===== config.mk =====
export PLATFORM = sky130hd
export DESIGN_NAME = nv_ram_rws_256x128_fifo_flat
export DESIGN_NICKNAME = d
export VERILOG_FILES = /design/src/rtl/nv_ram_rws_256x128_fifo_if.sv /design/src/rtl/nv_ram_rws_256x128_fifo.sv /design/src/flat_wrapper.sv
export SDC_FILE = /design/constraint.sdc
export NUM_CORES = 1
export LEC_CHECK = 0
export CAP_MARGIN = 20
export CORE_AREA = 3 3 209 211
export DETAILED_ROUTE_END_ITERATION = 16
export DIE_AREA = 0 0 212 214
export SLEW_MARGIN = 20
export SYNTH_ARGS = -nofsm -noshare
export SYNTH_HDL_FRONTEND = slang
export SYNTH_SLANG_ARGS = --single-unit
export TNS_END_PERCENT = 50

===== constraint.sdc =====
create_clock -name nvdla_core_clk -period 10.22 [get_ports nvdla_core_clk]
set_input_delay 1.533 -clock nvdla_core_clk [delete_from_list [all_inputs] [get_ports nvdla_core_clk]]
set_output_delay 1.533 -clock nvdla_core_clk [all_outputs]
set_load 0.02 [all_outputs]

===== src/rtl/nv_ram_rws_256x128_fifo_if.sv =====
// Bundle of the producer, consumer and RAM-port signals of the
// 256x128 RAM-backed FIFO controller.
//   slave  : the FIFO controller side
//   master : the environment side (producer, consumer and RAM)
// Ports carried: wr_pvld/wr_prdy/wr_pd, rd_pvld/rd_prdy/rd_pd,
//   ram_we/ram_wa/ram_di, ram_re/ram_ra/ram_dout, fifo_cnt.
interface nv_ram_rws_256x128_fifo_if #(
  parameter int AW = 8,
  parameter int DW = 128
);
  logic          wr_pvld;
  logic          wr_prdy;
  logic [DW-1:0] wr_pd;
  logic          rd_pvld;
  logic          rd_prdy;
  logic [DW-1:0] rd_pd;
  logic          ram_we;
  logic [AW-1:0] ram_wa;
  logic [DW-1:0] ram_di;
  logic          ram_re;
  logic [AW-1:0] ram_ra;
  logic [DW-1:0] ram_dout;
  logic [AW+1:0] fifo_cnt;

  modport slave (
    input  wr_pvld, wr_pd, rd_prdy, ram_dout,
    output wr_prdy, rd_pvld, rd_pd, ram_we, ram_wa, ram_di,
           ram_re, ram_ra, fifo_cnt
  );

  modport master (
    output wr_pvld, wr_pd, rd_prdy, ram_dout,
    input  wr_prdy, rd_pvld, rd_pd, ram_we, ram_wa, ram_di,
           ram_re, ram_ra, fifo_cnt
  );
endinterface


===== src/rtl/nv_ram_rws_256x128_fifo.sv =====
// Valid/ready FIFO controller owning both ports of an external 256x128
// two-port RAM (sync write, registered read address, combinational dout).
// Read data is captured into a 2-entry skid stage so the consumer sees a
// full-rate stream.
// Ports:
//   nvdla_core_clk  : clock, shared with the RAM
//   nvdla_core_rstn : async active-low reset
//   bus (slave)     : write side, read side, RAM ports, fifo_cnt
module nv_ram_rws_256x128_fifo #(
  parameter int DEPTH = 256,
  parameter int AW    = 8,
  parameter int DW    = 128
) (
  input  logic                        nvdla_core_clk,
  input  logic                        nvdla_core_rstn,
  nv_ram_rws_256x128_fifo_if.slave    bus
);
  localparam logic [AW:0] FULL = (AW+1)'(DEPTH);

  logic [AW-1:0] wr_ptr, rd_ptr, ra_q;
  logic [AW:0]   ram_cnt, ram_cnt_nxt;
  logic          inflight;
  logic [1:0]    skid_cnt, skid_cnt_nxt, cap_idx;
  logic [DW-1:0] skid0, skid1;
  logic [AW+1:0] cnt_q, cnt_nxt;
  logic [2:0]    credit;
  logic          accept, pop, issue;

  assign bus.wr_prdy = (ram_cnt != FULL);
  assign accept      = bus.wr_pvld & bus.wr_prdy;
  assign pop         = bus.rd_pvld & bus.rd_prdy;

  // Occupancy of the skid stage after this edge if nothing new is issued;
  // an issue now lands in the skid two edges later, so it needs a free slot.
  assign credit = {1'b0, skid_cnt} + {2'b0, inflight} - {2'b0, pop};
  assign issue  = (ram_cnt != '0) && (credit < 3'd2);

  assign bus.ram_we = accept;
  assign bus.ram_wa = wr_ptr;
  assign bus.ram_di = bus.wr_pd;
  assign bus.ram_re = issue;
  assign bus.ram_ra = issue ? rd_ptr : ra_q;

  assign bus.rd_pvld  = (skid_cnt != 2'd0);
  assign bus.rd_pd    = skid0;
  assign bus.fifo_cnt = cnt_q;

  always_comb begin
    ram_cnt_nxt = ram_cnt;
    if (accept && !issue)      ram_cnt_nxt = ram_cnt + (AW+1)'(1);
    else if (!accept && issue) ram_cnt_nxt = ram_cnt - (AW+1)'(1);
  end

  assign skid_cnt_nxt = skid_cnt + {1'b0, inflight} - {1'b0, pop};
  // Slot the captured word goes to, after any pop has shifted the stage.
  assign cap_idx      = skid_cnt - {1'b0, pop};
  assign cnt_nxt      = (AW+2)'(ram_cnt_nxt) + (AW+2)'(issue) + (AW+2)'(skid_cnt_nxt);

  always_ff @(posedge nvdla_core_clk or negedge nvdla_core_rstn) begin
    if (!nvdla_core_rstn) begin
      wr_ptr   <= '0;
      rd_ptr   <= '0;
      ra_q     <= '0;
      ram_cnt  <= '0;
      inflight <= 1'b0;
      skid_cnt <= 2'd0;
      skid0    <= '0;
      skid1    <= '0;
      cnt_q    <= '0;
    end else begin
      if (accept) wr_ptr <= wr_ptr + AW'(1);
      if (issue) begin
        rd_ptr <= rd_ptr + AW'(1);
        ra_q   <= rd_ptr;
      end
      ram_cnt  <= ram_cnt_nxt;
      inflight <= issue;
      skid_cnt <= skid_cnt_nxt;
      cnt_q    <= cnt_nxt;
      if (pop) skid0 <= skid1;
      // Later assignment wins over the shift when the capture targets slot 0.
      if (inflight) begin
        if (cap_idx == 2'd0) skid0 <= bus.ram_dout;
        else                 skid1 <= bus.ram_dout;
      end
    end
  end
endmodule

===== src/flat_wrapper.sv =====
// flat-port wrapper written by rule: the top's interface ports become plain ports
module nv_ram_rws_256x128_fifo_flat 
#(
  parameter int DEPTH = 256,
  parameter int AW    = 8,
  parameter int DW    = 128
)
  (nvdla_core_clk, nvdla_core_rstn, bus_wr_pvld, bus_wr_pd, bus_rd_prdy, bus_ram_dout, bus_wr_prdy, bus_rd_pvld, bus_rd_pd, bus_ram_we, bus_ram_wa, bus_ram_di, bus_ram_re, bus_ram_ra, bus_fifo_cnt);
  nv_ram_rws_256x128_fifo_if #(.AW(AW), .DW(DW)) bus_i ();
  input  logic nvdla_core_clk;
  input  logic nvdla_core_rstn;
  input wire logic [$bits(bus_i.wr_pvld)-1:0] bus_wr_pvld;
  input wire logic [$bits(bus_i.wr_pd)-1:0] bus_wr_pd;
  input wire logic [$bits(bus_i.rd_prdy)-1:0] bus_rd_prdy;
  input wire logic [$bits(bus_i.ram_dout)-1:0] bus_ram_dout;
  output wire logic [$bits(bus_i.wr_prdy)-1:0] bus_wr_prdy;
  output wire logic [$bits(bus_i.rd_pvld)-1:0] bus_rd_pvld;
  output wire logic [$bits(bus_i.rd_pd)-1:0] bus_rd_pd;
  output wire logic [$bits(bus_i.ram_we)-1:0] bus_ram_we;
  output wire logic [$bits(bus_i.ram_wa)-1:0] bus_ram_wa;
  output wire logic [$bits(bus_i.ram_di)-1:0] bus_ram_di;
  output wire logic [$bits(bus_i.ram_re)-1:0] bus_ram_re;
  output wire logic [$bits(bus_i.ram_ra)-1:0] bus_ram_ra;
  output wire logic [$bits(bus_i.fifo_cnt)-1:0] bus_fifo_cnt;
  assign bus_i.wr_pvld = bus_wr_pvld;
  assign bus_i.wr_pd = bus_wr_pd;
  assign bus_i.rd_prdy = bus_rd_prdy;
  assign bus_i.ram_dout = bus_ram_dout;
  assign bus_wr_prdy = bus_i.wr_prdy;
  assign bus_rd_pvld = bus_i.rd_pvld;
  assign bus_rd_pd = bus_i.rd_pd;
  assign bus_ram_we = bus_i.ram_we;
  assign bus_ram_wa = bus_i.ram_wa;
  assign bus_ram_di = bus_i.ram_di;
  assign bus_ram_re = bus_i.ram_re;
  assign bus_ram_ra = bus_i.ram_ra;
  assign bus_fifo_cnt = bus_i.fifo_cnt;
  nv_ram_rws_256x128_fifo #(.DEPTH(DEPTH), .AW(AW), .DW(DW)) u_core (.nvdla_core_clk(nvdla_core_clk), .nvdla_core_rstn(nvdla_core_rstn), .bus(bus_i));
endmodule

==> impl_metrics.py, run 1 <==
metrics = {
    "worst_setup_path": {
        "max_stage_delay_ps": 620,
        "path_cells": "clkdlybuf4s50_1 > nand2_4 > xnor2_1 > ha_1 > inv_1 > fa_1 > inv_1 > nor2_1 > nand2b_1 > inv_2 > nand2_1 > nand2_1 > clkdlybuf4s50_1",
        "r2r_setup_slack_ps": 4570,
        "cp_slowest_cell": "fa_1",
        "cp_max_fo": 48,
        "cp.required_ps": 8690,
        "crit_type": "in -> out",
        "start_kind": "input pin",
        "arrival_ps": 5870,
        "worstSetupEndpointType": "primary output",
    },
    "placement": {
        "place_inst": 1825,
        "io_buffers": 289,
        "routabilityCongestion": 0.751,
        "place_hpwl_mm": 22.5,
    },
    "cts": {
        "numCtsBuffers": 35,
        "clk_latency_ps": 530,
        "tritoncts": "done",
        "clkTransAtPathRegs_ps": 50,
        "cts_root_buf": "clkbuf_16",
        "cts_num_sinks": 302,
        "cts_hold_buf": 0,
        "cts_resized": 0,
        "cts_setup_buffers": 0,
        "cts_max_level": 2,
        "clk_path_buf_depth": 3,
    },
    "global_route": {
        "grt_pass1_vias": 9377,
        "grt_overflow": 0,
        "grt_max_degree": 114,
        "grt_antenna_before_repair": 0,
        "grt_first_pass_wirelength_mm": 53.5,
        "grt_util_all_layers_pct": 14.7,
    },
    "floorplan": {
        "die_w_microns": 212,
        "coreArea_sq_um": 41900,
        "start_util_pct": 32.7,
        "die_area_sq_um": 45400,
        "ios": 546,
        "die_h_microns": 214,
        "rows": 75,
    },
    "layout": {
        "fin_cells": 1882,
        "fillers": 4011,
        "seq_area_sq_um": 7560,
        "mostFrequentLayoutCell": "dfrtp_1",
        "fin_nets": 1593,
        "diodes": 0,
        "final_util_pct": 41.2,
        "final_cell_mix": "dfrtp_1, clkdlybuf4s50_1, nand2_1",
        "drive_gt1_share_pct": 15.3,
        "multi_input_area_sq_um": 4970,
        "area_growth_pct": 25.7,
    },
    "routing": {
        "vias_per_cell": 4.78,
        "drt_iter0_drc": 409,
        "first_pass_iters": 4,
        "wl_met2_mm": 14.8,
        "top_layer": "met4",
        "remaining_drc_errors": 0,
        "routed_wl_mm": 33.5,
        "vias": 8995,
        "antenna_left": 0,
        "wl_met1_mm": 13.7,
        "wire_per_inst_microns": 17.8,
        "wl_met3_mm": 3.78,
    },
    "timing": {
        "report.final.setup_viol": 0,
        "rsz0062_at_grt": "no",
        "finalHoldViolCount": 0,
        "fmax_mhz": 135,
        "finalCritPeriodShare_pct": 72.5,
        "min_period_ps": 7410,
        "finClkSkew_ps": 16.6,
        "max_slew_margin_pct": 35.2,
        "slew_viol_final": 0,
        "tightestPinTransition_ps": 973,
        "fin_tns_setup_ps": 0,
    },
    "yosys": {
        "ys_ff_latch": 302,
        "netlist_instances": 1175,
        "synth_cell_types": 51,
        "yosys_warnings": 0,
        "syn_area_per_cell_sq_um": 11.7,
        "postSynth.asyncResetShare_pct": 100,
        "syn_area_sq_um": 13700,
        "syn_nets": 1445,
        "synth_edf_count": 0,
        "seq_area_frac_synth_pct": 55.0,
        "dominantRegCellSynth": "dfrtp_1",
    },
    "outcome": {
        "outcome": "complete, no violations",
    },
    "pwr": {
        "powerDensity_nw_per_um2": 349,
        "leakagePower_nw": 7.51,
        "ir_worst_vdd_uv": 158,
    },
    "job": {
        "maxCapViolations": 0,
    },
    "worst_hold_path": {
        "hp-class": "reg -> reg",
    },
}
area by class of cell:
class | instances | area share (%)
Clock buffer | 53 | 5.94
Multi-Input combinational cell | 674 | 28.8
Inverter | 10 | 0.217
Timing Repair Buffer | 300 | 17.3
Clock inverter | 4 | 0.138
Sequential cell | 302 | 43.7
Tap cell | 539 | 3.90
layer usage:
metal	track usage [%]	vias up
li1	-	4185
met1	18.0	4360
met2	22.4	365
met3	6.77	85
met4	6.16	0
met5	1.19	-
path summary, 6_finish.rpt:
| kind | cells past startpoint | endpoint | start |
|---|---|---|---|
| max in group asynchronous | 3 | u_core.bus.rd_pd[53]$_DFF_PN0_ | nvdla_core_rstn |
| setup reg to reg | 19 | u_core.bus.fifo_cnt[8]$_DFF_PN0_ | u_core.skid_cnt[1]$_DFF_PN0_ |
| setup / recovery | 13 | bus_ram_ra[5] | bus_rd_prdy |
| hold reg to reg | 2 | u_core.ra_q[3]$_DFF_PN0_ | u_core.ra_q[3]$_DFF_PN0_ |
| hold / removal | 2 | u_core.ra_q[3]$_DFF_PN0_ | u_core.ra_q[3]$_DFF_PN0_ |
| min in group asynchronous | 1 | u_core.ra_q[0]$_DFF_PN0_ | nvdla_core_rstn |
synth_stat cells (3+ instances only):
library cell    n  area, sq um
dfrtp_1       302         7560
nand2_1       173          649
o21ai_0       130          651
buf_4         128          961
mux2_2        128         1440
mux2i_1       128         1280
clkbuf_1       54          203
xnor2_1        21          184
nand3_1        13         65.1
nor2_1         11         41.3
inv_1           9         33.8
xor2_1          9         78.8
ha_1            7         87.6
buf_1           6         22.5
nand4_1         5         31.3
a21oi_1         3         15.0
a31oi_1         3         18.8
fa_1            3         60.1
nor3_1          3         15.0
nor4_1          3         18.8
logic make-up after synthesis:
kind of cell	share of synthesized area (%)
DFF	55.0
muxes	19.8
and+or+nand+nor	7.21
buffers and inverters	8.94
AOI/OAI and AO/OA	5.90
xor gates and xnor gates	2.03
adders and majority gates	1.07
through the flow:
stage               power (mW)  hold slack [ps]  instance area, sq um  worst slack, ps
CTS                       6.14              477                 17300             2720
global route              6.49              512                 17300             2400
detailed placement        4.92              464                 16200             2740
global placement          4.85              464                 16200             2800
finish                    6.03              471                 17300             2810
floorplan                 3.86              445                 13700             4120
state kept, by name, summed over array words and instances (netlist names):
name / count
u_core.ra_q: 8
u_core.inflight: 1
u_core.bus.rd_pd: 128
u_core.ram_cnt: 9
u_core.rd_ptr: 8
u_core.skid_cnt: 2
u_core.bus.ram_wa: 8
u_core.skid1: 128
u_core.bus.fifo_cnt: 10
worst max-delay path, delay by kind of cell:
| family | cells | cell delay (ps) |
|---|---|---|
| buf+inv | 5 | 1760 |
| fa+ha+maj | 2 | 800 |
| simple gates | 5 | 1410 |
| xor+xnor | 1 | 360 |
power by group:
group	switching (mW)	internal (mW)	leakage [nW]
Combinational	1.39	1.31	3.36
Sequential	0.346	1.82	3.63
Clock	0.479	0.689	0.515
No activity file was read; power rests on OpenSTA's default activity.
==> inputs of run 2 (changes only) <==
Settings changed: CORE_AREA 3 3 209 211 to 3 3 213 215, DIE_AREA 0 0 212 214 to 0 0 216 218.
Clock period 10.22 ns to 6.01 ns, I/O delays scaled along.
==> run 2 against run 1 <==
  * Clock skew fell by 6.6 ps
  * Sequential share of layout area fell by 0.41 points
  * Clock power rose by 79%
  * Die area rose by 3.8%
  * Worst hold slack got worse by 43 ps
  * Largest cell class unchanged
==> impl_metrics.py, run 2 (synthesis gave the netlist of run 1 again) <==
metrics = {
    "placement": {
        "dpl-instance-area_sq_um": 16300,
        "io_buffers": 289,
        "place_hpwl_mm": 22.4,
        "routabilityCongestion": 0.759,
    },
    "global_route": {
        "grt_pass1_vias": 9349,
        "grt_util_all_layers_pct": 14.2,
        "grt_first_pass_wirelength_mm": 53.4,
        "grt_max_degree": 157,
        "grt_antenna_before_repair": 1,
        "grt_overflow": 0,
    },
    "pwr": {
        "leakagePower_nw": 7.54,
        "seq_power_share_pct": 35.3,
        "ir_worst_vdd_uv": 316,
        "powerDensity_nw_per_um2": 597,
        "netSwitchingFraction_pct": 36.5,
        "power.share.clock_pct": 20.1,
        "p_int_mw": 6.61,
        "comb_power_share_pct": 44.5,
        "total_power_mw": 10.4,
        "p_switching_mw": 3.80,
    },
    "worst_setup_path": {
        "cp_slowest_cell": "fa_1",
        "worstSetupEndpointType": "primary output",
        "cp_max_fo": 14,
        "arrival_ps": 4300,
        "path_cells": "clkdlybuf4s50_1 > nand2_4 > xnor2_1 > ha_1 > inv_1 > fa_1 > inv_1 > nor2_1 > nand2b_1 > buf_4 > inv_2 > nand2_1 > nand2_1 > clkdlybuf4s50_1",
        "max_stage_delay_ps": 610,
        "start_kind": "input pin",
        "path_delay_family": "buffers and inverters",
        "crit_buf_inv": 6,
        "cp.required_ps": 5110,
        "crit_type": "in -> out",
    },
    "routing": {
        "drt_iter0_drc": 389,
        "wire_per_inst_microns": 17.6,
        "top_layer": "met5",
        "remaining_drc_errors": 0,
        "wl_met2_mm": 15.4,
        "first_pass_iters": 4,
        "antenna_left": 0,
        "routed_wl_mm": 34.1,
        "vias": 8974,
        "wl_met1_mm": 14.1,
        "wl_met3_mm": 3.46,
        "vias_per_cell": 4.64,
    },
    "floorplan": {
        "die_h_microns": 218,
        "die_w_microns": 216,
        "die_area_sq_um": 47100,
        "coreArea_sq_um": 43900,
        "rows": 77,
        "start_util_pct": 31.3,
        "ios": 546,
    },
    "layout": {
        "fillers": 4271,
        "fin_nets": 1592,
        "mostFrequentLayoutCell": "dfrtp_1",
        "drive_gt1_share_pct": 15.4,
        "area_growth_pct": 27.0,
        "final_cell_mix": "dfrtp_1, clkdlybuf4s50_1, nand2_1",
        "diodes": 0,
        "final_area_sq_um": 17400,
    },
    "timing": {
        "max_slew_margin_pct": 21.0,
        "fin_tns_setup_ps": 0,
        "finClkSkew_ps": 9.97,
        "tightestPinTransition_ps": 1190,
        "rsz0062_at_grt": "no",
        "finalCritPeriodShare_pct": 86.5,
        "whs_ps": 428,
        "min_period_ps": 5200,
        "fmax_mhz": 192,
        "report.final.setup_viol": 0,
        "finalHoldViolCount": 0,
        "slew_viol_final": 0,
    },
    "cts": {
        "cts_root_buf": "clkbuf_16",
        "clk_path_buf_depth": 3,
        "cts_setup_buffers": 0,
        "cts_max_level": 2,
        "cts_hold_buf": 0,
        "cts_num_sinks": 302,
        "cts_resized": 0,
        "numCtsBuffers": 35,
        "tritoncts": "done",
        "clkTransAtPathRegs_ps": 60,
        "clk_latency_ps": 520,
    },
    "worst_hold_path": {
        "hp-class": "in -> async",
    },
    "job": {
        "maxCapViolations": 0,
    },
    "outcome": {
        "outcome": "complete, no violations",
    },
}
-- run 2: cell count changes in the layout (fill, tap and decap cells not counted), sizes merged --
cell / previous run / this run
inv: 11 / 10
clkinvlp: 0 / 1
bufinv: 0 / 2
buf: 12 / 11
-- run 2: path summary, 6_finish.rpt --
kind,start,endpoint,slack (ps),cells after the start
hold / removal,nvdla_core_rstn,u_core.ram_cnt[0]$_DFF_PN0_,430,1
setup / recovery,bus_rd_prdy,bus_ram_ra[0],810,14
min in group nvdla_core_clk,u_core.ra_q[3]$_DFF_PN0_,u_core.ra_q[3]$_DFF_PN0_,470,2
hold reg to reg,u_core.ra_q[3]$_DFF_PN0_,u_core.ra_q[3]$_DFF_PN0_,470,2
max in group asynchronous,nvdla_core_rstn,u_core.skid1[54]$_DFFE_PN0P_,4290,2
setup reg to reg,u_core.skid_cnt[1]$_DFF_PN0_,u_core.bus.fifo_cnt[8]$_DFF_PN0_,1340,20
-- run 2: through the flow --
| stage | cells | utilization (%) | worst slack, ps |
|---|---|---|---|
| final | 1936 | 39.7 | 810 |
| after global placement | 1877 | 37.1 | 776 |
| after floorplan | 1175 | - | 1180 |
| after CTS | 1936 | 39.7 | 778 |
| after global routing | 1936 | 39.7 | 534 |
| after detailed placement | 1877 | 37.1 | 737 |
-- run 2: power groups by stage --
stage               combinational, mW  clock (mW)  sequential (mW)
floorplan                        2.40           0             4.17
global placement                 4.62           0             3.66
detailed placement               4.70           0             3.71
CTS                              4.71        2.19             3.68
global route                     5.06        2.26             3.81
finish                           4.63        2.09             3.68
-- run 2: area by class of cell --
cell class	instances	area (sq um)	share of cell area (%)
repair buffers	299	3010	17.3
flip-flops and latches	302	7560	43.3
clock inverters	6	82.6	0.474
inverters	10	37.5	0.215
multi-input cells	674	4970	28.5
clock buffers	53	1040	5.94
well taps	592	741	4.25
-- run 2: routing by layer --
metal	global-route usage [%]	vias up
li1	-	4173
met1	17.3	4356
met2	22.1	361
met3	6.26	80
met4	5.69	4
met5	0.625	-
==> inputs of run 3 (changes only) <==
Settings changed: CELL_PAD_IN_SITES_DETAIL_PLACEMENT set to 0, CELL_PAD_IN_SITES_GLOBAL_PLACEMENT set to 1, CORE_AREA 3 3 213 215 to not set, CORE_MARGIN set to 3, CORE_UTILIZATION set to 30, DIE_AREA 0 0 216 218 to not set, HOLD_SLACK_MARGIN set to 0.1, PLACE_DENSITY_LB_ADDON set to 0.1.
==> run 3 against run 2 <==
  * Global-route usage is 0.71 points higher
  * Clock power is 8% higher
  * Wire length is 8.0% higher
  * Combinational power hardly changed
  * Flip-flop and latch count stayed put
  * Register-to-register slack better by 190 ps
  * Clock skew is 7.4 ps higher
==> impl_metrics.py, run 3 (synthesis gave the netlist of run 1 again) <==
metrics = {
    "global_route": {
        "grt_util_all_layers_pct": 14.9,
        "grt_overflow": 0,
        "grt_max_degree": 131,
        "grt_pass1_vias": 9058,
        "grt_first_pass_wirelength_mm": 56.2,
        "grt_antenna_before_repair": 3,
    },
    "routing": {
        "wl_met3_mm": 3.72,
        "vias_per_cell": 4.56,
        "drt_iter0_drc": 445,
        "first_pass_iters": 4,
        "remaining_drc_errors": 0,
        "wl_met1_mm": 15.9,
        "antenna_left": 0,
        "wl_met2_mm": 16.4,
        "routed_wl_mm": 36.8,
        "wire_per_inst_microns": 18.9,
        "top_layer": "met5",
        "vias": 8861,
    },
    "layout": {
        "drive_gt1_share_pct": 15.9,
        "fillers": 4334,
        "final_util_pct": 39.3,
        "mostFrequentLayoutCell": "dfrtp_1",
        "area_growth_pct": 27.8,
        "seq_area_sq_um": 7560,
        "fin_nets": 1597,
        "final_cell_mix": "dfrtp_1, clkdlybuf4s50_1, nand2_1",
        "multi_input_area_sq_um": 4970,
    },
    "cts": {
        "cts_resized": 0,
        "tritoncts": "done",
        "clk_latency_ps": 530,
        "cts_setup_buffers": 0,
        "clkTransAtPathRegs_ps": 60,
        "cts_hold_buf": 0,
        "clk_path_buf_depth": 3,
        "numCtsBuffers": 38,
        "cts_root_buf": "clkbuf_16",
        "cts_max_level": 2,
        "cts_num_sinks": 302,
    },
    "floorplan": {
        "rows": 77,
        "start_util_pct": 30.7,
        "ios": 546,
        "die_w_microns": 220,
        "die_h_microns": 220,
        "coreArea_sq_um": 44700,
        "die_area_sq_um": 48400,
    },
    "timing": {
        "slew_viol_final": 0,
        "min_period_ps": 5040,
        "rsz0062_at_grt": "no",
        "max_slew_margin_pct": 34.4,
        "finalCritPeriodShare_pct": 83.8,
        "finalHoldViolCount": 0,
        "setup_slack_ps": 973,
        "fin_tns_setup_ps": 0,
        "tightestPinTransition_ps": 983,
        "report.final.setup_viol": 0,
        "fmax_mhz": 199,
        "finClkSkew_ps": 17.4,
        "whs_ps": 392,
    },
    "worst_setup_path": {
        "cp_slowest_cell": "fa_1",
        "crit_type": "in -> out",
        "r2r_setup_slack_ps": 1530,
        "worstSetupEndpointType": "primary output",
        "max_stage_delay_ps": 620,
        "arrival_ps": 4140,
        "cp.required_ps": 5110,
        "cp_max_fo": 14,
        "start_kind": "input pin",
        "path_cells": "clkdlybuf4s50_1 > nand2_4 > xnor2_1 > ha_1 > inv_1 > fa_1 > inv_1 > nor2_1 > nand2b_1 > inv_2 > nand2_1 > nand2_1 > clkdlybuf4s50_1",
    },
    "pwr": {
        "total_power_mw": 10.6,
        "ir_worst_vdd_uv": 304,
        "comb_power_share_pct": 43.8,
        "powerDensity_nw_per_um2": 602,
        "leakagePower_nw": 7.61,
        "netSwitchingFraction_pct": 36.4,
        "power.share.clock_pct": 21.4,
        "p_switching_mw": 3.85,
        "p_int_mw": 6.73,
        "seq_power_share_pct": 34.8,
    },
    "placement": {
        "io_buffers": 289,
        "pre_cts_ws_ps": 933,
        "routabilityCongestion": 0.731,
        "place_hpwl_mm": 24.5,
    },
    "worst_hold_path": {
        "hp-class": "in -> async",
    },
    "outcome": {
        "outcome": "complete, no violations",
    },
    "job": {
        "maxCapViolations": 0,
    },
}
-- run 3: cell types whose count changed in the layout (fill, tap and decap cells not counted) --
| cell | before | now |
|---|---|---|
| bufinv_16 | 2 | 3 |
| clkbuf_1 | 11 | 9 |
| clkbuf_8 | 5 | 7 |
| inv_6 | 0 | 1 |
| clkinvlp_4 | 1 | 0 |
| buf_4 | 7 | 9 |
| diode_2 | 0 | 2 |
| clkbuf_16 | 37 | 39 |
-- run 3: final cells by class --
| cell class | instances | share of cell area (%) |
|---|---|---|
| diodes | 2 | 0.0285 |
| multi-input cells | 674 | 28.3 |
| flip-flops and latches | 302 | 43.0 |
| clock inverters | 7 | 0.648 |
| inverters | 10 | 0.214 |
| well taps | 592 | 4.22 |
| clock buffers | 55 | 6.30 |
| repair buffers | 301 | 17.2 |
-- run 3: path summary, 6_finish.rpt --
kind / endpoint / cells past startpoint / startpoint
max: bus_ram_ra[2] / 13 / bus_rd_prdy
min: u_core.bus.rd_pd[56]$_DFF_PN0_ / 1 / nvdla_core_rstn
max reg2reg: u_core.bus.fifo_cnt[8]$_DFF_PN0_ / 19 / u_core.skid_cnt[1]$_DFF_PN0_
min reg2reg: u_core.ra_q[6]$_DFF_PN0_ / 2 / u_core.ra_q[6]$_DFF_PN0_
max in group asynchronous: u_core.bus.ram_wa[0]$_DFFE_PN0P_ / 2 / nvdla_core_rstn
min in group nvdla_core_clk: u_core.ra_q[6]$_DFF_PN0_ / 2 / u_core.ra_q[6]$_DFF_PN0_
-- run 3: through the flow --
stage               instances  instance area, sq um
finish                   1943                 17600
global route             1941                 17600
CTS                      1941                 17600
detailed placement       1879                 16300
global placement         1879                 16300
floorplan                1175                 13700
-- run 3: power by group through the flow --
stage                     Sequential (mW)  Combinational, mW  Clock, mW
final                                3.69               4.63       2.26
after global routing                 3.83               5.10       2.44
after CTS                            3.70               4.74       2.36
after detailed placement             3.72               4.74          0
after global placement               3.71               4.69          0
after floorplan                      4.17               2.40          0
-- run 3: critical path, delay by kind of cell --
family | cells | cell delay [ps]
and+or+nand+nor | 5 | 710
xor gates and xnor gates | 1 | 140
adders and majority gates | 2 | 780
buffers and inverters | 5 | 1590
-- run 3: routing by layer --
metal / global-route usage, % / vias up
met5: 0.417 / -
met4: 4.85 / 2
met3: 6.38 / 74
met2: 22.7 / 324
met1: 19.1 / 4273
li1: - / 4188
